$ cat config.mk
export PLATFORM = sky130hd
export DESIGN_NAME = xorshift_prng_stream
export DESIGN_NICKNAME = d
export VERILOG_FILES = /design/src/rtl/prng_pkg.sv /design/src/rtl/xorshift_step.sv /design/src/rtl/xorshift_prng_stream.sv
export SDC_FILE = /design/constraint.sdc
export NUM_CORES = 1
export LEC_CHECK = 0
export ABC_CLOCK_PERIOD_IN_PS = 4500
export CAP_MARGIN = 25
export CORE_ASPECT_RATIO = 1.25
export CORE_UTILIZATION = 45
export DETAILED_ROUTE_END_ITERATION = 16
export PLACE_DENSITY = 0.7
export REMOVE_ABC_BUFFERS = 1
export SLEW_MARGIN = 30
export SYNTH_ARGS = -nofsm -noshare
export SYNTH_HDL_FRONTEND = slang
export SYNTH_SLANG_ARGS = --single-unit
$ cat constraint.sdc
create_clock -name clk -period 4.5 [get_ports clk]
set_input_delay 0.675 -clock clk [delete_from_list [all_inputs] [get_ports clk]]
set_output_delay 0.675 -clock clk [all_outputs]
set_load 0.02 [all_outputs]
$ cat src/rtl/prng_pkg.sv
// Shared definitions for the xorshift PRNG stream: FSM states, known
// full-period shift triples and the fallback seed.
package prng_pkg;

  typedef enum logic [1:0] {
    ST_UNSEEDED = 2'd0,
    ST_WARMUP   = 2'd1,
    ST_RUN      = 2'd2
  } prng_state_e;

  // Full-period xorshift triples (left, right, left) per state width
  localparam int TRIPLE8_A  = 3;
  localparam int TRIPLE8_B  = 5;
  localparam int TRIPLE8_C  = 4;
  localparam int TRIPLE16_A = 7;
  localparam int TRIPLE16_B = 9;
  localparam int TRIPLE16_C = 8;
  localparam int TRIPLE32_A = 13;
  localparam int TRIPLE32_B = 17;
  localparam int TRIPLE32_C = 5;

  // An all-zero xorshift state is a fixed point, so zero seeds are replaced
  localparam logic [63:0] PRNG_DEFAULT_SEED = 64'hACE1;

  // True when a shift amount is usable for a given state width
  function automatic bit shift_ok(input int amount, input int width);
    return (amount >= 1) && (amount <= width - 1);
  endfunction

endpackage

$ cat src/rtl/xorshift_step.sv
// One combinational xorshift step: left, right, left shift-xor stages,
// every intermediate kept at the state width.
module xorshift_step #(
  parameter int WIDTH   = 16,
  parameter int SHIFT_A = 7,
  parameter int SHIFT_B = 9,
  parameter int SHIFT_C = 8
) (
  input  logic [WIDTH-1:0] x,
  output logic [WIDTH-1:0] y
);

  logic [WIDTH-1:0] x1;
  logic [WIDTH-1:0] x2;

  assign x1 = x  ^ (x  << SHIFT_A);
  assign x2 = x1 ^ (x1 >> SHIFT_B);
  assign y  = x2 ^ (x2 << SHIFT_C);

endmodule

$ cat src/rtl/xorshift_prng_stream.sv
// Seeded xorshift generator with zero-seed guard, warm-up discard and a
// valid/ready output stream drawing one word per accepted handshake.
module xorshift_prng_stream
  import prng_pkg::*;
#(
  parameter int          WIDTH        = 16,
  parameter int          SHIFT_A      = TRIPLE16_A,
  parameter int          SHIFT_B      = TRIPLE16_B,
  parameter int          SHIFT_C      = TRIPLE16_C,
  parameter int          OUT_W        = 8,
  parameter int          WARMUP       = 2,
  parameter logic [63:0] DEFAULT_SEED = PRNG_DEFAULT_SEED
) (
  input  logic             clk,
  input  logic             rst_n,
  input  logic             seed_valid,
  input  logic [WIDTH-1:0] seed_data,
  output logic             rnd_valid,
  input  logic             rnd_ready,
  output logic [OUT_W-1:0] rnd_data,
  output logic             seeded
);

  localparam logic [WIDTH-1:0] SEED_FALLBACK = DEFAULT_SEED[WIDTH-1:0];
  localparam logic [7:0]       WARMUP_LAST   = 8'((WARMUP > 0) ? WARMUP - 1 : 0);

  // Reject parameter sets that would break the generator or the stream
  if (WIDTH < 8 || WIDTH > 64) begin : g_bad_width
    $error("xorshift_prng_stream: WIDTH must be 8..64");
  end
  if (!shift_ok(SHIFT_A, WIDTH) || !shift_ok(SHIFT_B, WIDTH) ||
      !shift_ok(SHIFT_C, WIDTH)) begin : g_bad_shift
    $error("xorshift_prng_stream: shifts must be 1..WIDTH-1");
  end
  if (OUT_W < 1 || OUT_W > WIDTH) begin : g_bad_outw
    $error("xorshift_prng_stream: OUT_W must be 1..WIDTH");
  end
  if (WARMUP < 0 || WARMUP > 255) begin : g_bad_warmup
    $error("xorshift_prng_stream: WARMUP must be 0..255");
  end
  if (SEED_FALLBACK == '0) begin : g_bad_seed
    $error("xorshift_prng_stream: DEFAULT_SEED must be non-zero at WIDTH");
  end

  prng_state_e      fsm;
  prng_state_e      fsm_next;
  logic [WIDTH-1:0] state;
  logic [WIDTH-1:0] state_next;
  logic [WIDTH-1:0] stepped;
  logic [7:0]       cnt;
  logic [7:0]       cnt_next;
  logic             seeded_next;

  xorshift_step #(
    .WIDTH   (WIDTH),
    .SHIFT_A (SHIFT_A),
    .SHIFT_B (SHIFT_B),
    .SHIFT_C (SHIFT_C)
  ) u_step (
    .x (state),
    .y (stepped)
  );

  // Registered generator state, FSM, warm-up counter and seeded flag
  always_ff @(posedge clk or negedge rst_n) begin
    if (!rst_n) begin
      fsm    <= ST_UNSEEDED;
      state  <= '0;
      cnt    <= '0;
      seeded <= 1'b0;
    end else begin
      fsm    <= fsm_next;
      state  <= state_next;
      cnt    <= cnt_next;
      seeded <= seeded_next;
    end
  end

  // Next-state logic: a seed load overrides everything, including a handshake
  always_comb begin
    fsm_next    = fsm;
    state_next  = state;
    cnt_next    = cnt;
    seeded_next = seeded;
    if (seed_valid) begin
      state_next  = (seed_data == '0) ? SEED_FALLBACK : seed_data;
      cnt_next    = '0;
      seeded_next = 1'b1;
      fsm_next    = (WARMUP == 0) ? ST_RUN : ST_WARMUP;
    end else begin
      case (fsm)
        ST_WARMUP: begin
          state_next = stepped;
          cnt_next   = cnt + 8'd1;
          if (cnt == WARMUP_LAST) begin
            fsm_next = ST_RUN;
          end
        end
        ST_RUN: begin
          if (rnd_ready) begin
            state_next = stepped;
          end
        end
        default: begin
          state_next = state;
        end
      endcase
    end
  end

  assign rnd_valid = (fsm == ST_RUN);
  assign rnd_data  = state[WIDTH-1 -: OUT_W];

endmodule

==> qor.yml, run 1 <==
ys_types: 36
tns_ns: 0
tightest_slew_ns: 0.823
rows: 24
cellPowerDensity_nw_per_um2: 767
dr.pass1.iters: 4
layout_setup_ws_ns: 2.18
die_area_um2: 3890
grt_setup_unrepaired: "false"
synthTopCellsByArea: "dfrtp_1 (41%), xnor2_1 (12%), a21oi_1 (6.1%), xor2_1 (4.8%), buf_4 (4.1%)"
cp-start-kind: "input pin"
synth_top_family_by_area: "XOR/XNOR gates"
worstSetupPathType: "in -> reg"
endpoint_kind: "register"
report.final.hold_viol_count: 0
gp_congestion: 0.785
grtUsageTotal_pct: 20.0
clk-insertion-delay-late_ns: 0.27
max_freq_mhz: 432
post-route-period-util_pct: 51.5
stdcell_count: 228
dp_hpwl_um: 2690
die_w_um: 56.0
ys_warn_count: 0
grt_pass1_vias: 1309
synthAdderAreaFrac_pct: 1.53
path_buf_inv: 2
finalSetupViolCount: 0
cp_cell_sequence: "clkdlybuf4s50_1 > inv_2 > a41o_1 > o32ai_1 > a21oi_1"
syn_inst: 169
fin_nets: 212
critPathSlowestCell: "clkdlybuf4s50_1"
num_antenna_cells: 0
drt_wl_total_um: 3600
cts.path.max_buffers: 2
htreeDepth: 1
drv_slew: 0
core_area_um2: 3480
dp_cells: 224
cts_resized: 0
fin_util_pct: 55.5
io_pins: 30
r2r_slack_ns: 2.62
port_buffers: 29
vias: 1313
drt.antenna.violating_nets: 0
netlist.area_leader.share_pct: 41.2
synthXorXnorAreaFrac_pct: 20.0
cp.arrival_ns: 2.47
area_delta_synth_final_pct: 17.9
finalCriticalPeriod_ns: 2.32
drv_cap: 0
layout_common_cells: "clkdlybuf4s50_1 (29), dfrtp_1 (27), xnor2_1 (23)"
fillers: 322
crit_family: "buffers and inverters"
grt_pass1_wl_um: 6160
drive_gt1_share_pct: 6.35
outcome: "completed"
clock-root-buffer: "clkbuf_8"
drt-wirelength-per-cell_um: 15.8
worstPathRequired_ns: 4.66
drtIter0Drc: 48
clock_skew_ns: 0.00354
grt.overflow.total: 0
slew_headroom_pct: 45.2
slowest_delay_ns: 0.88
drc_errors: 0
synth.mux.area_fraction_pct: 3.36
initial_utilization_pct: 47.1
grt_max_degree: 28
cts_made_buffers: 3
cts_hold_repair.buffers: 0
antenna_found_initial: 0
pre_cts_slack_ns: 1.91
clock-sinks: 27
ir_drop_v: 0.000436
ys_seq_area_share_pct: 41.2
clk_pin_slew_worst_paths_ns: 0.10
yosys.area_share.simple_pct: 14.4
hold_class: "reg -> reg"
yosys.area.top_type: "dfrtp_1"
cts_setup_buffers: 0
fp.dieH_um: 69.5
netlist_area_um2: 1640
tritoncts: "yes"
synth_compound_area_share_pct: 12.7
ys_ff_latch: 27
avgSynthCellArea_um2: 9.70
leakage_nw: 0.773
layout_commonest_cell: "clkdlybuf4s50_1"
via_per_inst: 5.76
cp_max_fo: 18
-- cell type report --
| type | count | area, um2 | area share [%] |
|---|---|---|---|
| clock buffers | 4 | 45.0 | 2.33 |
| well taps | 39 | 48.8 | 2.52 |
| inverters | 4 | 15.0 | 0.777 |
| flip-flops and latches | 27 | 676 | 35.0 |
| repair buffers | 30 | 298 | 15.4 |
| multi-input cells | 124 | 851 | 44.0 |
-- logic make-up (layout without fill, tap and decap cells) --
| family | count (synthesis) | after routing |
|---|---|---|
| AO/OA/AOI/OAI | 36 | 36 |
| XOR/XNOR | 34 | 34 |
| adder cells (fa/ha/maj) | 2 | 2 |
| buffers and inverters | 18 | 38 |
| flip-flops | 27 | 27 |
| multiplexers | 5 | 5 |
| AND/OR/NAND/NOR | 47 | 47 |
-- metal layers --
metal,up-vias,track usage (%),wire length (um)
met5,-,0,0
li1,619,-,-
met3,4,2.61,172
met2,46,34.9,1890
met4,0,6.23,36
met1,644,25.5,1500
-- path summary, 6_finish.rpt --
path	from	endpoint	cells past startpoint
worst min register to register	seeded	seeded	1
worst max register to register	fsm[1]	state[12]	4
worst max-delay path	seed_valid	state[11]	5
worst min-delay path	seeded	seeded	1
min in group asynchronous	rst_n	cnt[0]	2
max in group asynchronous	rst_n	state[4]	2
-- where the power goes --
| group | switching (mW) | total (mW) | internal [mW] |
|---|---|---|---|
| clock | 0.0800 | 0.144 | 0.0636 |
| combinational | 0.421 | 0.885 | 0.464 |
| sequential | 0.119 | 0.453 | 0.334 |
| total | 0.620 | 1.48 | 0.862 |
-- sequential cells by signal, indices dropped and copies added (netlist names) --
| signal | cells |
|---|---|
| state | 16 |
| cnt | 8 |
| fsm | 2 |
| seeded | 1 |
-- cell usage after synthesis (all sizes together) --
master / count
a211oi: 1
a21boi: 2
a21oi: 20
a31oi: 4
a41o: 1
and2b: 1
and3: 1
buf: 10
clkbuf: 4
dfrtp: 27
ha: 2
inv: 4
mux2: 4
mux2i: 1
nand2: 6
nand2b: 1
nand3: 1
nand3b: 1
nand4: 3
nor2: 18
nor2b: 1
nor3: 3
nor4: 4
nor4b: 1
o211ai: 1
o21ai: 5
o32ai: 2
or2: 1
or3: 5
xnor2: 23
xnor3: 1
xor2: 9
xor3: 1
-- metrics by stage --
stage / power, mW / area (um2) / hold WS, ns
after floorplan: 1.11 / 1540 / 0.379
after CTS: 1.49 / 1930 / 0.483
after global routing: 1.60 / 1930 / 0.499
after global placement: 1.32 / 1890 / 0.455
after detailed placement: 1.34 / 1890 / 0.457
final: 1.48 / 1930 / 0.473
No activity file was read; power rests on OpenSTA's default activity.
==> inputs of run 2 (changes only) <==
--- a/config.mk
+++ b/config.mk
@@ -5,12 +5,12 @@
 export SDC_FILE = /design/constraint.sdc
 export NUM_CORES = 1
 export LEC_CHECK = 0
-export ABC_CLOCK_PERIOD_IN_PS = 4500
+export ABC_CLOCK_PERIOD_IN_PS = 1890
 export CAP_MARGIN = 25
 export CORE_ASPECT_RATIO = 1.25
 export CORE_UTILIZATION = 45
 export DETAILED_ROUTE_END_ITERATION = 16
-export PLACE_DENSITY = 0.7
+export PLACE_DENSITY = 0.73
 export REMOVE_ABC_BUFFERS = 1
 export SLEW_MARGIN = 30
 export SYNTH_ARGS = -nofsm -noshare
==> constraint.sdc (replaced) <==
create_clock -name clk -period 1.89 [get_ports clk]
set_input_delay 0.2835 -clock clk [delete_from_list [all_inputs] [get_ports clk]]
set_output_delay 0.2835 -clock clk [all_outputs]
set_load 0.02 [all_outputs]
==> qor.yml, run 2 (synthesis results as in run 1) <==
top_register: "state"
tns_ns: 0  # unchanged
slew_headroom_pct: 63.3  # +18 points
slowest_delay_ns: 0.60  # -0.28 ns
grt_setup_unrepaired: "false"
finalInstanceArea_um2: 1970  # +1.9%
ir_drop_v: 0.000971  # +120%
fp.dieH_um: 69.5  # unchanged
htreeDepth: 1  # unchanged
drtIter0Drc: 64  # +33%
antenna_found_initial: 0  # unchanged
critPathCapture: "rnd_valid"
cts_hold_repair.buffers: 0  # unchanged
finalCriticalPeriod_ns: 1.80
outcome: "completed"
port_buffers: 29  # unchanged
path_buf_inv: 1  # -1
die_w_um: 56.0  # unchanged
core_area_um2: 3480  # unchanged
drt-wirelength-per-cell_um: 16.0  # +1.4%
post-route-period-util_pct: 95.3
cp_max_fo: 5  # -13
max_freq_mhz: 555
drv_cap: 0  # unchanged
cts_setup_buffers: 0  # unchanged
leakage_nw: 0.797  # +3.0%
dp_hpwl_um: 2820  # +5.1%
io_pins: 30  # unchanged
grtUsageTotal_pct: 20.5  # +0.46 points
drive_gt1_share_pct: 8.76  # +2.4 points
cp.arrival_ns: 1.52  # -0.95 ns
clock-sinks: 27  # unchanged
reg2reg_to: "state[12]"
clk-insertion-delay-late_ns: 0.28  # about the same
cts_resized: 0  # unchanged
grt_pass1_vias: 1306  # -0.23%
tritoncts: "yes"
reg2reg_from: "state[6]"
largest_reg_flops: 16  # unchanged
die_area_um2: 3890  # unchanged
r2r_cells: 4  # unchanged
tightest_slew_ns: 0.551  # -0.272 ns
crit_start: "fsm[0]"
grt.overflow.total: 0  # unchanged
worstSetupPathType: "reg -> out"
layout_commonest_cell: "clkdlybuf4s50_1"
top_regs: "state x16, cnt x8, fsm x2"
hold_class: "in -> async"
gp_congestion: 0.837  # +6.6%
path_depth: 2  # -3
grt_max_degree: 28  # unchanged
drv_slew: 0  # unchanged
vias: 1322  # +0.69%
layout_common_cells: "clkdlybuf4s50_1 (29), dfrtp_1 (27), xnor2_1 (23)"
cts.path.max_buffers: 2  # unchanged
report.final.hold_viol_count: 0  # unchanged
drt_wl_total_um: 3730  # +3.6%
r2r_slack_ns: 0.25  # -2.37 ns
drt.antenna.violating_nets: 0  # unchanged
drc_errors: 0  # unchanged
rows: 24  # unchanged
area_delta_synth_final_pct: 20.2
clock_skew_ns: 0.00332  # -0.000218 ns
via_per_inst: 5.67  # -1.5%
grt_pass1_wl_um: 6160  # unchanged
crit_family: "buffers and inverters"
finalSetupViolCount: 0  # unchanged
cp_cell_sequence: "and2b_2 > clkdlybuf4s50_1"
endpoint_kind: "output pin"
critPathSlowestCell: "clkdlybuf4s50_1"
fin_nets: 217  # +2.4%
dr.pass1.iters: 4  # unchanged
num_antenna_cells: 0  # unchanged
initial_utilization_pct: 47.1  # unchanged
clock-root-buffer: "clkbuf_8"
cellPowerDensity_nw_per_um2: 1840  # +140%
worstPathRequired_ns: 1.61  # -3.05 ns
clk_pin_slew_worst_paths_ns: 0.09  # about the same
cp-start-kind: "register"
placed_area_um2: 1930  # +2.0%
cts_made_buffers: 3  # unchanged
-- run 2: changes by cell type in the layout (fill, tap and decap cells not counted) --
cell and delta:
buf_4 +5
-- run 2: through the flow --
| stage | instances | total power, mW | util (%) | setup WS, ns | hold slack (ns) |
|---|---|---|---|---|---|
| after detailed placement | 229 | 3.27 | 55.3 | 0.0723 | 0.453 |
| after floorplan | 155 | 2.64 | - | 0.269 | -0.0121 |
| after CTS | 233 | 3.63 | 56.6 | 0.0696 | 0.376 |
| after global routing | 233 | 3.87 | 56.6 | 0.0374 | 0.408 |
| after global placement | 229 | 3.17 | 55.3 | 0.152 | 0.450 |
| final | 233 | 3.62 | 56.6 | 0.0882 | 0.361 |
-- run 2: how the worst min path moves through the flow --
stage,startpoint,end,cells past startpoint
6_report,rst_n,cnt[4],2
5_1_grt,rst_n,cnt[6],2
4_1_cts,rst_n,cnt[6],2
3_5_place_dp,seeded,seeded,1
3_3_place_gp,seeded,seeded,1
2_1_floorplan,rst_n,cnt[0],0
-- run 2: worst reg2reg max path: stages (launching register included) --
cell	delay (ns)
dfrtp_1	0.44
xor3_2	0.50
xnor2_1	0.15
or3_1	0.32
a31oi_1	0.17
-- run 2: per-layer routing --
metal  wire, um  GRT usage (%)  up-vias
met1       1470           24.7      646
li1           -              -      628
met2       2010           35.8       41
met5          0              0        -
met4         51           6.78        0
met3        204           4.48        7
-- run 2: layout make-up --
cell class | count | area, um2
timing repair buffer | 35 | 335
clock buffer | 4 | 45.0
fill | 310 | 1510
multi-input combinational | 124 | 851
tap | 39 | 48.8
inverter | 4 | 15.0
sequential | 27 | 676
-- run 2: power breakdown --
group,internal [mW],switching [mW],total [mW]
clock,0.152,0.190,0.341
combinational,1.14,1.05,2.19
sequential,0.795,0.293,1.09
total,2.09,1.53,3.62
